==> src/rtl/jmp_issue_arb_pkg.sv <==
// Shared definitions for the jump-unit issue arbiter: widths, function codes
// understood by the jump unit, and the controller state encoding.
package jmp_issue_arb_pkg;

  localparam int FCT_W   = 6;
  localparam int DATA_W  = 32;
  localparam int LAT_DEF = 2;
  localparam int CNT_W   = 4;

  localparam logic [FCT_W-1:0] FCT_NOP           = 6'h00;
  localparam logic [FCT_W-1:0] FCT_JMP           = 6'h20;
  localparam logic [FCT_W-1:0] FCT_JSR           = 6'h21;
  localparam logic [FCT_W-1:0] FCT_RET           = 6'h22;
  localparam logic [FCT_W-1:0] FCT_JSR_COROUTINE = 6'h23;

  typedef enum logic [1:0] {
    ST_IDLE = 2'd0,
    ST_EXEC = 2'd1,
    ST_DONE = 2'd2
  } state_t;

  // True for codes the jump unit turns into a real target.
  function automatic logic is_jump(input logic [FCT_W-1:0] fct);
    return fct inside {FCT_JMP, FCT_JSR, FCT_RET, FCT_JSR_COROUTINE};
  endfunction

endpackage

==> src/rtl/jmp_issue_arb_rr_arb2.sv <==
// Two-requester round-robin arbiter. Bit 0 is slot A, bit 1 is slot B.
// On a tie the slot that was not granted last wins; after reset A wins first.
module rr_arb2 (
  input  logic       clk,
  input  logic       rst_n,
  input  logic       en,
  input  logic [1:0] req,
  output logic [1:0] gnt
);

  logic last;  // 1 = B was granted most recently

  // One-hot grant, only while enabled.
  always_comb begin
    gnt = 2'b00;
    if (en) begin
      if (req == 2'b11) gnt = last ? 2'b01 : 2'b10;
      else              gnt = req;
    end
  end

  // Remember who won; reset pretends B went last so A is favoured.
  always_ff @(posedge clk) begin
    if (!rst_n)      last <= 1'b1;
    else if (|gnt)   last <= gnt[1];
  end

endmodule

==> src/rtl/jmp_issue_arb.sv <==
// Issue controller for the shared jump-target unit.
//
//   state | meaning
//   IDLE  | unit free, grants allowed when not flushing
//   EXEC  | op issued to unit, latency counter running
//   DONE  | result registered, res_valid strobe (unless flushed)
//
// The counter is loaded with LAT-1 on the grant edge and the result is
// sampled on the edge where it is already 0, so the sample edge lands LAT
// edges after the grant edge.
module jmp_issue_arb #(
  parameter int FCT_W  = jmp_issue_arb_pkg::FCT_W,
  parameter int DATA_W = jmp_issue_arb_pkg::DATA_W,
  parameter int LAT    = jmp_issue_arb_pkg::LAT_DEF
) (
  input  logic              clk,
  input  logic              rst_n,
  input  logic              a_req,
  input  logic [FCT_W-1:0]  a_fct,
  input  logic [DATA_W-1:0] a_op2,
  output logic              a_gnt,
  input  logic              b_req,
  input  logic [FCT_W-1:0]  b_fct,
  input  logic [DATA_W-1:0] b_op2,
  output logic              b_gnt,
  input  logic              flush,
  output logic [FCT_W-1:0]  ju_fct,
  output logic [DATA_W-1:0] ju_op2,
  input  logic [DATA_W-1:0] ju_data,
  output logic              res_valid,
  output logic              res_id,
  output logic [DATA_W-1:0] res_target,
  output logic              busy
);
  import jmp_issue_arb_pkg::*;

  state_t           state, state_nxt;
  logic [CNT_W-1:0] cnt;
  logic             owner;
  logic             arb_en;
  logic [1:0]       gnt;

  assign arb_en = (state == ST_IDLE) && !flush;

  rr_arb2 u_arb (
    .clk   (clk),
    .rst_n (rst_n),
    .en    (arb_en),
    .req   ({b_req, a_req}),
    .gnt   (gnt)
  );

  assign a_gnt     = gnt[0];
  assign b_gnt     = gnt[1];
  assign busy      = (state != ST_IDLE);
  assign res_valid = (state == ST_DONE) && !flush;

  // Next-state decode; flush returns to IDLE from any busy state.
  always_comb begin
    state_nxt = state;
    case (state)
      ST_IDLE: if (|gnt) state_nxt = ST_EXEC;
      ST_EXEC: begin
        if (flush)           state_nxt = ST_IDLE;
        else if (cnt == '0)  state_nxt = ST_DONE;
      end
      ST_DONE: state_nxt = ST_IDLE;
      default: state_nxt = ST_IDLE;
    endcase
  end

  // State register, operand latch, latency counter and result capture.
  always_ff @(posedge clk) begin
    if (!rst_n) begin
      state      <= ST_IDLE;
      cnt        <= '0;
      owner      <= 1'b0;
      ju_fct     <= '0;
      ju_op2     <= '0;
      res_id     <= 1'b0;
      res_target <= '0;
    end else begin
      state <= state_nxt;
      case (state)
        ST_IDLE: begin
          if (|gnt) begin
            ju_fct <= gnt[1] ? b_fct : a_fct;
            ju_op2 <= gnt[1] ? b_op2 : a_op2;
            owner  <= gnt[1];
            cnt    <= CNT_W'(LAT - 1);
          end
        end
        ST_EXEC: begin
          if (flush) begin
            ju_fct <= '0;
          end else if (cnt == '0) begin
            res_target <= ju_data;
            res_id     <= owner;
          end else begin
            cnt <= cnt - 1'b1;
          end
        end
        ST_DONE: ju_fct <= '0;
        default: ju_fct <= '0;
      endcase
    end
  end

endmodule
==> config.mk <==
export PLATFORM = sky130hd
export DESIGN_NAME = jmp_issue_arb
export DESIGN_NICKNAME = d
export VERILOG_FILES = /design/src/rtl/jmp_issue_arb_pkg.sv /design/src/rtl/jmp_issue_arb_rr_arb2.sv /design/src/rtl/jmp_issue_arb.sv
export SDC_FILE = /design/constraint.sdc
export NUM_CORES = 1
export LEC_CHECK = 0
export ABC_AREA = 1
export CORE_MARGIN = 2
export CORE_UTILIZATION = 30
export CTS_CLUSTER_SIZE = 16
export DETAILED_ROUTE_END_ITERATION = 12
export SLEW_MARGIN = 20
export SYNTH_ARGS = -nofsm -noshare
export SYNTH_HDL_FRONTEND = slang
export SYNTH_SLANG_ARGS = --single-unit
==> constraint.sdc <==
create_clock -name clk -period 1.87 [get_ports clk]
set_clock_uncertainty 0.1 [all_clocks]
set_input_delay 0.2805 -clock clk [delete_from_list [all_inputs] [get_ports clk]]
set_output_delay 0.2805 -clock clk [all_outputs]
set_load 0.02 [all_outputs]
==> flow_metrics.tcl, run 1 <==
set metrics [dict create \
    status "finished, final reports clean" \
    drt_pre_antenna_iters 4 \
    grt_max_degree 37 \
    drv_slew 0 \
    synthesis.nets 604 \
    max_freq_ghz 0.555 \
    dp.cells 812 \
    wl_met1_mm 4.93 \
    wire_per_inst_microns 12.9 \
    die_y_microns 112 \
    wl_mm 10.7 \
    root_buffer "clkbuf_16" \
    ctsLongestPathBuffers 2 \
    cp.arrival_ns 1.42 \
    finalNonFillerCells 828 \
    cp-end-kind "primary output" \
    avgSynthCellArea_sq_um 7.14 \
    synth-seq-cells 79 \
    grt_pass1_wl_mm 17.1 \
    seqCellArea_sq_mm 0.00158 \
    yosysSeqAreaShare_pct 45.2 \
    grt_remaining_overflow 0 \
    ios 188 \
    worstMarginPinSlew_ns 0.384 \
    yosys_warnings 0 \
    timing.slew.headroom_pct 74.4 \
    initial_utilization_pct 30.6 \
    synth.area.top_cells "dfxtp_1 (45%), nor2_1 (11%), nand2_1 (11%), o211ai_1 (7.1%), inv_1 (5.8%)" \
    cts.sinks 79 \
    fillers 1103 \
    required_ns 1.49 \
    wl_met3_microns 990 \
    power_leakage_nw 2.49 \
    core_sq_mm 0.0114 \
    gp_congestion 0.833 \
    postCtsHoldBufs 0 \
    area.growth.synth_to_final_pct 68.1 \
    via_per_inst 4.49 \
    fin_ws_ns 0.0695 \
    drt_iter0_markers 177 \
    peakVddDrop_v 0.000552 \
    postRouteAntennaNets 0 \
    crit_type "input pin to primary output" \
    layout_worst_path_cycle_share_pct 96.3 \
    dr.max_layer_used "met4" \
    diodes 0 \
    cts_tree "built" \
    final_nets 794 \
    first_global_vias 3489 \
    final_core_util_pct 51.5 \
    yosys.area.top_type "dfxtp_1" \
    worstPathMaxFanout 3 \
    maxCapViolCount 0 \
    pre_cts_slack_ns -0.219 \
    portBuffers 187 \
    grt_usage_pct 16.8 \
    final.setup.tns_ns 0 \
    synth_cells 490 \
    synth_area_sq_mm 0.00350 \
    drive_gt1_share_pct 7.30 \
    wl_met2_mm 4.68 \
    hpwl_mm 7.58 \
    cts_setup_buffers 0 \
    grt_setup_unrepaired "no" \
    hold_class "flop to flop" \
    htreeDepth 3 \
    antenna_found_initial 0 \
    multi_input_area_sq_mm 0.00151 \
    cts.clk_slew.worst_paths_ns 0.05 \
    die_w_microns 112 \
    final_hold_viol_count 0 \
    drc 0 \
    num_rows 39 \
    cts-resized-gates 4 \
    ys_types 23 \
    period_needed_ns 1.80 \
    setup_violations 0 \
    fp.dieArea_sq_mm 0.0125 \
    cts_made_buffers 9 \
    power_density_mw_per_mm2 794 \
    clk_latency_ns 0.33 \
    synth_top_area_share_pct 45.2 \
    vias 3719 \
    startpoint_type "input pin" \
]
## final timing paths
kind,startpoint,end,slack (ns),cells after the start
max,b_req,b_gnt,0.07,4
min,ju_op2[10],ju_op2[10],0.36,2
max reg2reg,state[1],ju_op2[30],0.26,8
min reg2reg,ju_op2[10],ju_op2[10],0.36,2
## cells in the mapped netlist (all sizes together)
| library cell | n |
|---|---|
| or2 | 1 |
| nor2 | 106 |
| nand3 | 2 |
| clkbuf | 7 |
| o21ai | 37 |
| dfxtp | 79 |
| o211ai | 33 |
| nor3 | 2 |
| a21oi | 36 |
| a21boi | 1 |
| nand2 | 105 |
| clkinv | 1 |
| inv | 58 |
| buf | 21 |
| ha | 1 |
## state kept, by name, summed over array words and instances, names as in the netlist
signal / cells
state: 2
ju_op2: 32
ju_fct: 6
u_arb.last: 1
res_target: 32
owner: 1
cnt: 4
res_id: 1
## metrics by stage
stage               hold WS (ns)  area (sq um)  power [mW]
floorplan                  0.315          3500        2.46
detailed placement         0.354          5600        3.07
global placement           0.352          5600        3.06
CTS                        0.363          5880        4.74
global route               0.383          5880        4.92
finish                     0.363          5880        4.67
## kinds of logic (layout without fill, tap and decap cells)
logic type	Yosys count	count (layout)	synth area share, %
adder cells (fa/ha/maj)	1	1	0.358
flip-flops	79	79	45.2
AND/OR/NAND/NOR	216	216	25.2
buffers and inverters	87	282	11.5
AO/OA/AOI/OAI	107	107	17.7
## layer usage
metal  up-vias  track usage (%)
li1       1923                -
met1      1633             21.6
met2       158             26.3
met3         5             7.51
met4         0             3.66
met5         -                0
## cells in the final DEF (no fill, tap or decap), types with 9 or more instances in the layout
cell,n
nand2_1,99
nor2_1,102
o21ai_0,37
buf_4,13
a21oi_1,36
inv_1,54
clkbuf_16,9
o211ai_1,33
dfxtp_1,79
clkdlybuf4s50_1,183
## report_power, final
group          total [mW]  internal (mW)  switching [mW]
Clock                1.64          0.968           0.670
Sequential           1.88           1.81          0.0660
Combinational        1.15          0.597           0.557
Total                4.67           3.38            1.29
## worst max-delay path, cell delays in order
cell and delay, ns:
clkdlybuf4s50_1 0.50, nand2_1 0.12, nor2_4 0.17, dlygate4sd2_1 0.35
## cell type report
| cell class | count | share of cell area [%] |
|---|---|---|
| repair buffers | 207 | 35.8 |
| clock inverters | 3 | 0.298 |
| inverters | 59 | 3.77 |
| clock buffers | 13 | 4.43 |
| multi-input cells | 324 | 25.7 |
| well taps | 143 | 3.04 |
| flip-flops and latches | 79 | 26.9 |
Power figures use the tool's default switching activity.
==> run 2, diff against run 1 <==
Settings changed: CTS_BUF_LIST set to sky130_fd_sc_hd__clkbuf_4.
==> run 2 against run 1 <==
  * Combinational power about the same
  * First-iteration DRC count up 14%
  * Critical endpoint is now ju_op2[18]
  * Hold slack worse by 0.071 ns
  * Global-route usage up 0.16 points
  * Sequential share of layout area up 0.13 points
==> flow_metrics.tcl, run 2 (synthesis results as in run 1) <==
set metrics [dict create \
    status "finished, final reports clean" \
    ios 188 \
    cts_made_buffers 9 \
    drv_slew 0 \
    grt_usage_pct 17.0 \
    cts_setup_buffers 0 \
    setup_violations 0 \
    fin_area_sq_mm 0.00585 \
    place_area_sq_mm 0.00560 \
    top_regs "ju_op2: 32 flops, res_target: 32 flops, ju_fct: 6 flops" \
    drt_iter0_markers 201 \
    grt_max_degree 37 \
    core_sq_mm 0.0114 \
    wire_per_inst_microns 13.1 \
    cp_top_family "buffers and inverters" \
    period_needed_ns 1.81 \
    postRouteAntennaNets 0 \
    hpwl_mm 7.58 \
    root_buffer "clkbuf_4" \
    path_cells "clkdlybuf4s50_1" \
    layout_worst_path_cycle_share_pct 96.8 \
    die_y_microns 112 \
    htreeDepth 3 \
    gp_congestion 0.833 \
    drive_gt1_share_pct 7.74 \
    maxCapViolCount 0 \
    initial_utilization_pct 30.6 \
    worstMarginPinSlew_ns 0.387 \
    ctsLongestPathBuffers 2 \
    portBuffers 187 \
    crit_buf_inv 1 \
    wl_mm 10.9 \
    startpoint_type "flop" \
    cp.arrival_ns 1.43 \
    clk_latency_ns 0.45 \
    via_per_inst 4.51 \
    hold_class "input pin to flop" \
    grt_remaining_overflow 0 \
    grt_pass1_wl_mm 17.1 \
    slowest_delay_ns 0.61 \
    num_rows 39 \
    slowest_stage "clkdlybuf4s50_1" \
    timing.slew.headroom_pct 74.2 \
    max_freq_ghz 0.553 \
    drc 0 \
    die_w_microns 112 \
    diodes 0 \
    fp.dieArea_sq_mm 0.0125 \
    crit_type "flop to primary output" \
    final_common_cell "clkdlybuf4s50_1" \
    cts_tree "built" \
    power_density_mw_per_mm2 665 \
    antenna_found_initial 0 \
    final_cell_mix "clkdlybuf4s50_1 (117), nor2_1 (102), nand2_1 (99), dfxtp_1 (79), dlymetal6s2s_1 (63)" \
    final.setup.tns_ns 0 \
    timing.hold.ws_ns 0.292 \
    cts.sinks 79 \
    final_hold_viol_count 0 \
    drt_pre_antenna_iters 4 \
    vias 3737 \
    power_leakage_nw 3.50 \
    cts.clk_slew.worst_paths_ns 0.13 \
    final_nets 794 \
    area.growth.synth_to_final_pct 67.3 \
    worstPathMaxFanout 2 \
    first_global_vias 3480 \
    cp-end-kind "primary output" \
    peakVddDrop_v 0.000388 \
    required_ns 1.49 \
]
run 2: cell count changes in the layout (fill, tap and decap cells not counted), moves of 9 or more:
cell             change
dlymetal6s2s_1      +63
clkbuf_16            -9
clkdlybuf4s50_1     -66
clkbuf_4            +11
run 2: repair_timing:
| item | in CTS | in global routing |
|---|---|---|
| gates cloned | 0 | 0 |
| endpoints found under the setup margin | 7 | 64 |
| gates resized for setup | 14 | 65 |
| hold buffers | 0 | 0 |
run 2: path summary, 6_finish.rpt:
path | cells past startpoint | slack, ns | from | end
worst max-delay path | 1 | 0.06 | ju_op2[18] | ju_op2[18]
worst min-delay path | 3 | 0.29 | ju_data[6] | res_target[6]
worst max register to register | 7 | 0.23 | cnt[0] | res_target[29]
worst min register to register | 2 | 0.37 | ju_op2[10] | ju_op2[10]
run 2: per-stage QoR:
| stage | total power, mW | utilization, % | instances | setup WS, ns |
|---|---|---|---|---|
| floorplan | 2.46 | - | 490 | 0.424 |
| global placement | 3.06 | 49.1 | 812 | -0.207 |
| detailed placement | 3.07 | 49.1 | 812 | -0.219 |
| CTS | 3.98 | 49.9 | 828 | 0.00161 |
| global route | 4.14 | 51.2 | 828 | -0.0295 |
| finish | 3.89 | 51.2 | 828 | 0.0601 |
run 2: final cells by class:
type | count | area [sq um]
fill | 1114 | 5570
timing repair buffer | 207 | 2250
sequential | 79 | 1580
multi-input combinational | 324 | 1510
inverter | 59 | 221
tap | 143 | 179
clock buffer | 11 | 82.6
clock inverter | 5 | 25.0
run 2: metal layers:
metal / share of wire, % / up-vias / track usage (%)
met4: 0.87 / 0 / 4.15
met3: 8.8 / 9 / 8.00
met2: 44 / 141 / 26.3
met5: 0 / - / 0
met1: 46 / 1666 / 21.6
li1: - / 1921 / -
run 2: power by group:
part	leakage [nW]	switching (mW)	internal (mW)
sequential	0.645	0.0615	1.81
clock	0.0617	0.592	0.290
combinational	2.80	0.560	0.575
total	3.50	1.21	2.67
==> RTL change (config.mk and constraints of run 1) <==
Re-encode `state_t` (3 states) as one-hot, 3 bits wide.
--- a/src/rtl/jmp_issue_arb_pkg.sv
+++ b/src/rtl/jmp_issue_arb_pkg.sv
@@ -15,6 +15,6 @@
 
-  typedef enum logic [1:0] {
-    ST_IDLE = 2'd0,
-    ST_EXEC = 2'd1,
-    ST_DONE = 2'd2
+  typedef enum logic [2:0] {
+    ST_IDLE = 3'b001,
+    ST_EXEC = 3'b010,
+    ST_DONE = 3'b100
   } state_t;
Function: no difference found for any inputs over 10 cycles, from zero or initial values and one cycle with rst_n low; not proved beyond that.
==> RTL change against run 1 <==
- first-iteration DRC count is 6.8% higher
- non-clock buffer count grew 3
- total power increased by 11%
- sequential cell count increased by 1
- global-route usage grew 0.42 points
- synthesized cell count is 4.5% higher
- wire length is 1.7% higher
- combinational power increased by 7%
- sequential share of layout area fell by 0.093 points
- clock power grew 23%
- worst setup slack lost 0.0065 ns
- synthesized area down 1.0%
- cell area is 1.6% higher
- critical endpoint is now res_valid
- largest cell class unchanged
==> RTL change: results (changes against run 1) <==
[timing]
slew_headroom_pct=81.59  ; was 74.41%
holdWs_ns=0.3217  ; was 0.3629 ns

[pwr]
powerClk_uw=2020  ; was 1640 uW
power.share.switching_pct=26.81  ; was 27.69%
p_seq_share_pct=37.0  ; was 40.2%
power_leakage_uw=0.002640  ; was 0.002488 uW

[place]
dp.cells=833  ; was 812
hpwl_mm=7.717  ; was 7.579 mm
gp_congestion=0.7840  ; was 0.8333
place_area_sq_um=5564  ; was 5604 sq um

[drt]
wire_per_inst_um=12.71  ; was 12.86 um
routed_via_density=4.502  ; was 4.492
routed-wl-met2_mm=5.013  ; was 4.677 mm
route.met3.wl_um=845  ; was 990 um

[global_route]
grt_util_met1_pct=20.75  ; was 21.58%
use_met2_pct=28.70  ; was 26.34%
grt_max_degree=78  ; was 37
grt_pass1_vias=3690  ; was 3489
grt_usage_pct=17.25  ; was 16.83%

[yosys]
synth_cells=512  ; was 490
syn-num-nets=626  ; was 604
synth_seq_area_share_pct=46.26  ; was 45.22%

[hold_path]
min_path_type=in2reg  ; was reg2reg
min_path_cells=3  ; was 2
hp-start=rst_n  ; was ju_op2[10]

[outcome]
outcome=finished clean  ; unchanged

[worst_setup_path]
rrSetupSlack_ns=0.21  ; was 0.26 ns
r2r-end=ju_fct[5]  ; was ju_op2[30]
reg2reg_depth=9  ; was 8

[layout]
fin_nets=818  ; was 794

[RTL change: final cells by class]
class	instances	area, sq um
inverters	19	76.32
clock buffers	10	229.0
multi-input cells	384	1665
clock inverters	6	116.4
well taps	143	178.9
flip-flops and latches	80	1602
fillers	1121	5349
repair buffers	210	2105
[RTL change: kinds of logic (layout without fill, tap and decap cells)]
kind of cell | count (synthesis) | after routing | share of synthesized area (%)
AOI/OAI and AO/OA | 85 | 85 | 13.26
and+or+nand+nor | 297 | 297 | 33.72
DFF | 80 | 80 | 46.26
buffers and inverters | 48 | 245 | 6.144
xor gates and xnor gates | 1 | 1 | 0.2530
adders and majority gates | 1 | 1 | 0.3613
[RTL change: how the worst max path moves through the flow]
stage          startpoint  depth (start not counted)         to
6_report            flush                          3  res_valid
5_1_grt          state[0]                          5      a_gnt
4_1_cts             b_req                          7      a_gnt
3_5_place_dp        a_req                          6      a_gnt
3_3_place_gp        a_req                          6      a_gnt
2_1_floorplan    state[1]                          9  ju_fct[0]
